==> src/rtl/taxi_pkg.sv <==
// taxi_pkg: shared types and geometry constants for the taxi game
package taxi_pkg;
  localparam int CW = 10;
  localparam int HIT_RADIUS = 8;
  localparam int TW = 11;
  typedef enum logic [2:0] {WAIT, CARRY_P1, CARRY_P2, COOLDOWN} fare_state_t;
endpackage

==> src/rtl/fare_tracker_box_hit.sv <==
// box_hit: strict square-box overlap test between two unsigned screen points
module box_hit #(
  parameter int CW = 10,
  parameter int HIT_RADIUS = 8
) (
  input  logic [CW-1:0] ax,
  input  logic [CW-1:0] ay,
  input  logic [CW-1:0] bx,
  input  logic [CW-1:0] by,
  output logic          hit
);
  localparam logic [CW:0] R = (CW+1)'(HIT_RADIUS);
  logic signed [CW:0] w_dx, w_dy;
  logic [CW:0] w_mx, w_my;
  assign w_dx = $signed({1'b0, ax}) - $signed({1'b0, bx});
  assign w_dy = $signed({1'b0, ay}) - $signed({1'b0, by});
  assign w_mx = w_dx[CW] ? -w_dx : w_dx;
  assign w_my = w_dy[CW] ? -w_dy : w_dy;
  assign hit = (w_mx < R) && (w_my < R);
endmodule

==> src/rtl/fare_tracker.sv <==
// fare_tracker: passenger lifecycle FSM producing per-player delivery increment pulses
module fare_tracker import taxi_pkg::*; #(
  parameter int COOLDOWN_FRAMES = 60,
  parameter int FARE_TIMEOUT = 1800
) (
  input  logic          FrameClk,
  input  logic          Reset_n,
  input  logic          DrawGame,
  input  logic [CW-1:0] P1_x,
  input  logic [CW-1:0] P1_y,
  input  logic [CW-1:0] P2_x,
  input  logic [CW-1:0] P2_y,
  input  logic [CW-1:0] Pickup_x,
  input  logic [CW-1:0] Pickup_y,
  input  logic [CW-1:0] Dropoff_x,
  input  logic [CW-1:0] Dropoff_y,
  output logic          Increment_p1,
  output logic          Increment_p2,
  output logic          P1_carrying,
  output logic          P2_carrying,
  output logic          Passenger_vis,
  output logic          NewFare,
  output logic [TW-1:0] Timer
);
  localparam logic [TW-1:0] TO = TW'(FARE_TIMEOUT);
  localparam logic [TW-1:0] CD = TW'(COOLDOWN_FRAMES - 1);
  fare_state_t r_state, w_nxt;
  logic [TW-1:0] r_timer, w_timer, r_cool, w_cool;
  logic r_tie, w_tie, w_inc1, w_inc2, w_nf;
  logic r_inc1, r_inc2, r_nf, r_c1, r_c2, r_vis;
  logic w_h1p, w_h2p, w_h1d, w_h2d;
  box_hit #(.CW(CW), .HIT_RADIUS(HIT_RADIUS)) u_h1p (.ax(P1_x), .ay(P1_y), .bx(Pickup_x), .by(Pickup_y), .hit(w_h1p));
  box_hit #(.CW(CW), .HIT_RADIUS(HIT_RADIUS)) u_h2p (.ax(P2_x), .ay(P2_y), .bx(Pickup_x), .by(Pickup_y), .hit(w_h2p));
  box_hit #(.CW(CW), .HIT_RADIUS(HIT_RADIUS)) u_h1d (.ax(P1_x), .ay(P1_y), .bx(Dropoff_x), .by(Dropoff_y), .hit(w_h1d));
  box_hit #(.CW(CW), .HIT_RADIUS(HIT_RADIUS)) u_h2d (.ax(P2_x), .ay(P2_y), .bx(Dropoff_x), .by(Dropoff_y), .hit(w_h2d));
  // next state: pickup arbitration, delivery beats timeout, cooldown countdown, DrawGame clear
  always_comb begin
    w_nxt = r_state;
    w_timer = r_timer;
    w_cool = r_cool;
    w_tie = r_tie;
    w_inc1 = 1'b0;
    w_inc2 = 1'b0;
    w_nf = 1'b0;
    case (r_state)
      WAIT: if (w_h1p || w_h2p) begin
        w_nxt = (w_h1p && w_h2p) ? (r_tie ? CARRY_P2 : CARRY_P1) : (w_h1p ? CARRY_P1 : CARRY_P2);
        w_tie = r_tie ^ (w_h1p && w_h2p);
        w_timer = TO;
      end
      CARRY_P1, CARRY_P2: begin
        w_inc1 = (r_state == CARRY_P1) && w_h1d;
        w_inc2 = (r_state == CARRY_P2) && w_h2d;
        w_timer = (w_inc1 || w_inc2) ? '0 : r_timer - 1'b1;
        if (w_inc1 || w_inc2 || r_timer == TW'(1)) begin
          w_nxt = COOLDOWN;
          w_cool = CD;
        end
      end
      COOLDOWN: begin
        w_nf = (r_cool == '0);
        w_nxt = w_nf ? WAIT : COOLDOWN;
        w_cool = w_nf ? '0 : r_cool - 1'b1;
      end
      default: w_nxt = WAIT;
    endcase
    if (!DrawGame) begin
      w_nxt = WAIT;
      w_timer = '0;
      w_cool = '0;
      w_tie = 1'b0;
      w_inc1 = 1'b0;
      w_inc2 = 1'b0;
      w_nf = 1'b0;
    end
  end
  // state and registered outputs; flags decode the upcoming state so they align with it
  always_ff @(posedge FrameClk or negedge Reset_n) begin
    if (!Reset_n) begin
      r_state <= WAIT;
      r_timer <= '0;
      r_cool <= '0;
      r_tie <= 1'b0;
      r_inc1 <= 1'b0;
      r_inc2 <= 1'b0;
      r_nf <= 1'b0;
      r_c1 <= 1'b0;
      r_c2 <= 1'b0;
      r_vis <= 1'b0;
    end else begin
      r_state <= w_nxt;
      r_timer <= w_timer;
      r_cool <= w_cool;
      r_tie <= w_tie;
      r_inc1 <= w_inc1;
      r_inc2 <= w_inc2;
      r_nf <= w_nf;
      r_c1 <= (w_nxt == CARRY_P1);
      r_c2 <= (w_nxt == CARRY_P2);
      r_vis <= DrawGame && (w_nxt == WAIT);
    end
  end
  assign Increment_p1 = r_inc1;
  assign Increment_p2 = r_inc2;
  assign P1_carrying = r_c1;
  assign P2_carrying = r_c2;
  assign Passenger_vis = r_vis;
  assign NewFare = r_nf;
  assign Timer = r_timer;
endmodule
==> config.mk <==
export PLATFORM = sky130hd
export DESIGN_NAME = fare_tracker
export DESIGN_NICKNAME = d
export VERILOG_FILES = /design/src/rtl/taxi_pkg.sv /design/src/rtl/fare_tracker_box_hit.sv /design/src/rtl/fare_tracker.sv
export SDC_FILE = /design/constraint.sdc
export NUM_CORES = 1
export LEC_CHECK = 0
export ABC_AREA = 1
export BUFFER_PORTS_ARGS = -buffer_cell sky130_fd_sc_hd__buf_2
export CORE_ASPECT_RATIO = 1.1
export CORE_MARGIN = 2
export CORE_UTILIZATION = 43
export DETAILED_ROUTE_END_ITERATION = 16
export SLEW_MARGIN = 20
export SYNTH_ARGS = -nofsm -noshare
export SYNTH_HDL_FRONTEND = slang
export SYNTH_HIERARCHICAL = 1
export SYNTH_SLANG_ARGS = --single-unit
==> constraint.sdc <==
create_clock -name FrameClk -period 4 [get_ports FrameClk]
set_input_delay 0 -clock FrameClk [delete_from_list [all_inputs] [get_ports FrameClk]]
set_output_delay 0 -clock FrameClk [all_outputs]
set_load 0.02 [all_outputs]
=== Word level (Yosys, flattened, before mapping) ===
Index checks and enable logic that the tools add are counted.
Widths: inputs -> output; s select.

* $add $sub $neg: 18
* Order comparisons: 8
* Equal/unequal tests: 12
* Muxes and demuxes: 33
* Bitwise operators: 1
* Reduce and logical (&&, ||, !) cells: 18

{| class="wikitable"
|+ Operators by type and width
! cell !! number
|-
| $mux 11 || 14
|-
| $lt 11x4->1 const B || 8
|-
| $neg 11->11 || 8
|-
| $sub 10x10->11 || 8
|-
| $pmux 11 s2 || 2
|-
| $sub 11x1->11 const B || 2
|-
| $eq 11x1->1 const B || 1
|-
| $logic_not 11->1 || 1
|-
| $eq 3x2->1 const B || 3
|-
| $mux 1 || 9
|-
| $mux 3 || 3
|-
| $pmux 3 s3 || 1
|-
| $logic_and 1x1->1 || 8
|-
| $mux 2 || 4
|-
| $eq 3x1->1 const B || 2
|-
| $logic_not 3->1 || 2
|-
| $ne 3x1->1 const B || 2
|-
| $ne 3x3->1 const B || 2
|-
| $reduce_and 2->1 || 3
|-
| $ne 2x1->1 const B || 2
|-
| $logic_or 1x1->1 || 3
|-
| $reduce_or 2->1 || 1
|-
| $xor 1x1->1 || 1
|}

* Flip-flop bits (word level): 32
* Bits of input ports: 83
* Output and inout bits: 17
* Logic and storage cells: 100

=== Depth between registers and ports, before layout ===
* Word-level depth: 13
* Depth in mapped cells: 27

=== Hierarchy ===
The synthesis kept the hierarchy.

{| class="wikitable"
|+ Modules (own cells, without submodules)
! module !! times used !! cells an instance !! area each (um2) !! sequential area each (um2)
|-
| box_hit || 4 || 317 || 1636.6 || 0.0
|-
| fare_tracker || 1 || 273 || 1993.2 || 800.8
|}

=== Least setup slack after synthesis ===
No wires, ideal clock.

* Path kind: input to register
* From: input P2_y[0]
* To: register r_cool[2]
* Library setup time: 130 ps
* Arrival: 2357 ps
* Required time: 3870 ps
* Path slack: 1513 ps
* Stages: 25
* Path buffers: 2
* Cell sequence: inv_1 > ha_1 > inv_1 > fa_1 > nand2_4 > nand3_2 > nand3_2 > nand2_2 > nand2_2 > and2_4 > buf_6 > nand2_1 > nand2_1 > nand3_1 > nor2_1 > nand3_1 > nor2_1 > nand4_1 > nand2_2 > nor2_8 > nand2_4 > nand2_4 > buf_12 > nand2_2 > o21ai_2

* Longest elaborated chain between the ends: 10

{| class="wikitable"
|+ RTL lines
! what !! RTL line !! source
|-
| start, declared || fare_tracker.sv:12 || <nowiki>input logic [CW-1:0] P2_y,</nowiki>
|-
| $sub 10x10->11 (*) || fare_tracker_box_hit.sv:16 || <nowiki>assign w_dy = $signed({1'b0, ay}) - $signed({1'b0, by});</nowiki>
|-
| $neg 11->11 || fare_tracker_box_hit.sv:18 || <nowiki>assign w_my = w_dy[CW] ? -w_dy : w_dy;</nowiki>
|-
| $mux 11 (*) || fare_tracker_box_hit.sv:18 ||
|-
| $lt 11x4->1 (*) || fare_tracker_box_hit.sv:19 || <nowiki>assign hit = (w_mx < R) && (w_my < R);</nowiki>
|-
| $logic_and 1x1->1 (*) || fare_tracker_box_hit.sv:19 ||
|-
| named net w_h2d || fare_tracker.sv:31 || <nowiki>logic w_h1p, w_h2p, w_h1d, w_h2d;</nowiki>
|-
| $logic_and 1x1->1 (*) || fare_tracker.sv:53 || <nowiki>w_inc2 = (r_state == CARRY_P2) && w_h2d;</nowiki>
|-
| $logic_or 1x1->1 (*) (2 in a row) || fare_tracker.sv:55 || <nowiki>if (w_inc1 || w_inc2 || r_timer == TW'(1)) begin</nowiki>
|-
| $ne 3x3->1 (no line) (*) || -- ||
|-
| $reduce_and 2->1 (no line) (*) || -- ||
|-
| end signal, assigned || fare_tracker.sv:93 || <nowiki>r_cool <= w_cool;</nowiki>
|-
| end, declared || fare_tracker.sv:28 || <nowiki>logic [TW-1:0] r_timer, w_timer, r_cool, w_cool;</nowiki>
|}

The timed path passes the listed nets; every way through them passes the cells marked *.
A chain may end at the register's enable or synchronous reset.

=== Worst setup path after layout ===
* From: input P1_y[0]
* To: register r_timer[3], in the netlist Timer[3]

* Elaborated cells between the ends (all ways): 18
* Those cells by class: add/sub: 4; order compare: 2; eq/ne: 1; mux: 5; reduce/logical: 6

{| class="wikitable"
|+ RTL lines
! what !! RTL line !! source
|-
| start, declared || fare_tracker.sv:10 || <nowiki>input logic [CW-1:0] P1_y,</nowiki>
|-
| $sub 10x10->11 (*) || fare_tracker_box_hit.sv:16 ||
|-
| $neg 11->11 || fare_tracker_box_hit.sv:18 ||
|-
| $mux 11 (*) || fare_tracker_box_hit.sv:18 ||
|-
| $lt 11x4->1 (*) || fare_tracker_box_hit.sv:19 ||
|-
| $logic_and 1x1->1 (*) || fare_tracker_box_hit.sv:19 ||
|-
| named net w_h1p || fare_tracker.sv:31 ||
|-
| $logic_or 1x1->1 (*) || fare_tracker.sv:46 || <nowiki>WAIT: if (w_h1p || w_h2p) begin</nowiki>
|-
| $ne 3x3->1 (no line) (*) || -- ||
|-
| $reduce_and 2->1 (no line) (*) || -- ||
|-
| end signal, assigned || fare_tracker.sv:92 || <nowiki>r_timer <= w_timer;</nowiki>
|-
| end, declared || fare_tracker.sv:28 ||
|}

Marks and branches as above.

==> impl_results.md <==
- Status: completed
- Prevailing post-synth register cell: dfrtp_1
- Port-buffer cells: 99
- GPL Wtd Cong: about 0.90
- Crit path time final: 2.87 ns
- Yosys reg bits: 32
- Post-synthesis xor/xnor area fraction: less than 1%
- EDFF count, synth: 0
- Layout Utilization: 47.8%
- Vias in the first global route: 8577
- Core area: roughly 20000 um^2
- Sequential share of power: 17.1%
- Total number of yosys warnings: 6
- Critical path launch point type: input pin
- DR vias: 9045
- Detailed Route Iter0 Violations: ~390
- Synthesized instance count: 1541
- GR Overflow Total: 0
- RSZ-0062 raised after global routing: no
- Initial Utilization: 43.4%
- Initial antenna violation count: 0
- P_int: 1.09 mW
- Cell Area, Synth: 8540 um^2
- Maximum clock rate: 348 MHz
- Pleak: 5.90 nW
- Post-Synth Simple-Gate Area: 53.1%
- CTS tree: done
- First-pass GRT wire length: approximately 39 mm
- Sw Share: a little under half
- Final Setup Violations: 0
- ANT cells: 0
- Drc violations: 0
- Die Area: 21000 um^2
- Ys async rst share: 100%
- Final ANT Viol Nets: 0
- Setup CP Type: input pin to flip-flop
- Final Hold Violating Endpoints: 0
- Syn Area/Cell: between 5 and 6 um^2
- DR WL/cell: 11.8 um
- Top post-synthesis cells by area: nand2_1, inv_1, ha_1
- Filler instances: 2211
- R2r setup slk: 2.05 ns
- Max-cap violations: 0
- Clk sinks: 32
- CTS Buf Count: 5
- Worst vdd ir: 184 uV
- Chip height: ~150 um
- Critical Path AT: 3.07 ns
- Tcrit/Tclk final: between 70% and 80%
- Clock Power Share: 20.6%
- Top-area cell type share of the netlist area: 21.8%
- Largest family of logic cells by synthesized area: simple AND/OR/NAND/NOR gates
- Syn nets: 1715
- Routed wire length: 22.3 mm
- Post-cts resize count: 0
- Clock Latency Late Sink: roughly 0.28 ns
- Seq/Total Area, Yosys: a little under a tenth
- Post-synthesis cell type count: 39
- Vias per Instance: 4.79
- Clk buf depth: 2
- Normalized max-slew margin: 50.4%
- WP data required: 4.19 ns
- Largest net degree at the start of global routing: 33
- Critical Path Fanout Max: 7
- Psw: 1.00 mW
- Total Nets Final: approximately 1800
- # IOs: 100
- GR Util All Layers: 21.4%
- Least-Margin Pin Slew: 0.744 ns
- Power Density: 222 nW/um^2
- Post-synthesis mux area share: 0%
- H-tree depth: 2
- Comb power frac: slightly above 60%
- Layout cells sized above 1: 15.2%
- Adder-Cell Fraction of Synth Area: 14.0%
- DRT Pass-1 Iters: 5
- Clock skew: 0.00700 ns
- Element type at the critical path end: flip-flop
- Cell type with the largest total area after synthesis: nand2_1
- Site Rows: 54
- Type of the worst min-delay path: input pin to flip-flop
- Setup TNS: 0 ns
- Post-synthesis compound-gate area fraction: ~6.3%
- Post-DP HPWL: 19.6 mm
- Clock root buffer: clkbuf_16
- Slew Viols, Final: 0
- Clock Pin Slew Worst Setup and Hold Paths: 0.05 ns
- Area grow syn2layout: 9.95%
- Die width: 138 um
area by class of cell:
| class | count | area (um^2) | share of cell area [%] |
|---|---|---|---|
| well taps | 252 | 315 | 3.36 |
| repair buffers | 100 | 505 | 5.38 |
| multi-input cells | 1161 | 6350 | 67.6 |
| clock inverters | 2 | 35.0 | 0.373 |
| flip-flops and latches | 32 | 801 | 8.53 |
| clock buffers | 6 | 129 | 1.37 |
| inverters | 334 | 1250 | 13.4 |
critical path: stages:
cell,delay (ns)
buf_2,0.10
inv_1,0.05
ha_1,0.14
inv_1,0.09
fa_1,0.46
xor2_1,0.19
nor2_1,0.17
nand3_2,0.15
inv_1,0.10
nand2_2,0.05
nand3_1,0.06
nand3_1,0.06
nor2_1,0.08
nand3_1,0.10
nor2_1,0.28
inv_1,0.15
nand2_1,0.09
nand3_1,0.12
nand2_1,0.11
nor2_2,0.07
nor2_1,0.20
inv_1,0.06
o21ai_0,0.16
path summary, 6_finish.rpt:
kind                                       startpoint                    end  cells past startpoint
max in group asynchronous                     Reset_n   Timer[3]$_DFFE_PN0P_                      2
worst min register to register  r_cool[0]$_DFFE_PN0P_  r_cool[0]$_DFFE_PN0P_                      2
worst max register to register  r_cool[0]$_DFFE_PN0P_  P2_carrying$_DFF_PN0_                      9
worst min-delay path                         DrawGame  P1_carrying$_DFF_PN0_                      3
worst max-delay path                          P1_y[0]   Timer[3]$_DFFE_PN0P_                     23
min in group asynchronous                     Reset_n  r_cool[3]$_DFFE_PN0P_                      2
power by group through the flow:
stage / Combinational, mW / Sequential [mW] / Clock (mW)
floorplan: 1.01 / 0.369 / 0
global placement: 1.29 / 0.363 / 0
detailed placement: 1.30 / 0.363 / 0
CTS: 1.31 / 0.357 / 0.438
global route: 1.50 / 0.360 / 0.456
finish: 1.30 / 0.357 / 0.431
cell usage after synthesis, types with 8 or more instances:
library cell and number:
nand2_4 8, nand2_1 496, a21oi_1 45, nor2_1 140
nand4_1 34, nand2_2 53, o21ai_0 18, inv_1 322
ha_1 83, inv_2 12, nor3_1 12, dfrtp_1 32
buf_6 8, nor2_4 8, nand3_2 30, nand3_1 174
fa_1 8
logic make-up (layout without fill, tap and decap cells):
| logic type | Yosys count | count (layout) |
|---|---|---|
| AND/OR/NAND/NOR | 973 | 973 |
| buffers and inverters | 348 | 442 |
| adder cells (fa/ha/maj) | 91 | 91 |
| AO/OA/AOI/OAI | 88 | 88 |
| flip-flops | 32 | 32 |
| XOR/XNOR | 8 | 8 |
| other | 1 | 1 |
what timing repair did:
| item | 4_1_cts | 5_1_grt |
|---|---|---|
| hold endpoints to repair | 32 | 0 |
| buffers inserted | 0 | 0 |
| hold buffers | 1 | 0 |
layout by cell type (no fill, tap or decap), types with 2 or more instances in the layout:
master,count
nor2_4,8
inv_1,322
a21oi_1,45
nor3_1,12
fa_1,8
nand2_4,8
clkbuf_16,5
xor2_1,6
nand2_2,53
o21ai_2,6
and2_4,4
o21ai_0,18
xnor2_1,2
buf_2,99
dfrtp_1,32
nand3_4,4
nand4_1,34
nor2_2,6
a21oi_4,4
nand2_1,496
nor2_1,140
nand3_2,30
ha_1,83
o21bai_1,4
a31oi_1,4
a21oi_2,4
inv_2,12
nand3_1,174
flip-flops by register name, indices dropped and copies added (netlist names):
register	flops
r_cool	11
P2_carrying	1
Timer	11
Increment_p2	1
Passenger_vis	1
r_tie	1
r_state	3
Increment_p1	1
P1_carrying	1
NewFare	1
routing by layer:
layer	track usage, %	part of all wire, %
met1	28.2	48
met2	39.1	47
met3	1.67	3.2
met4	3.26	1.1
met5	0	0
through the flow:
step	hold slack (ns)	setup WS, ns	cell area (um^2)	std cells	total power, mW
global route	0.135	0.699	9390	1887	2.32
floorplan	-0.296	1.51	8540	1541	1.38
finish	0.0968	1.13	9390	1887	2.09
global placement	0.114	0.926	9220	1878	1.65
CTS	0.0965	1.12	9390	1887	2.10
detailed placement	0.122	0.850	9220	1878	1.66
(Power assumes the default switching activity.)
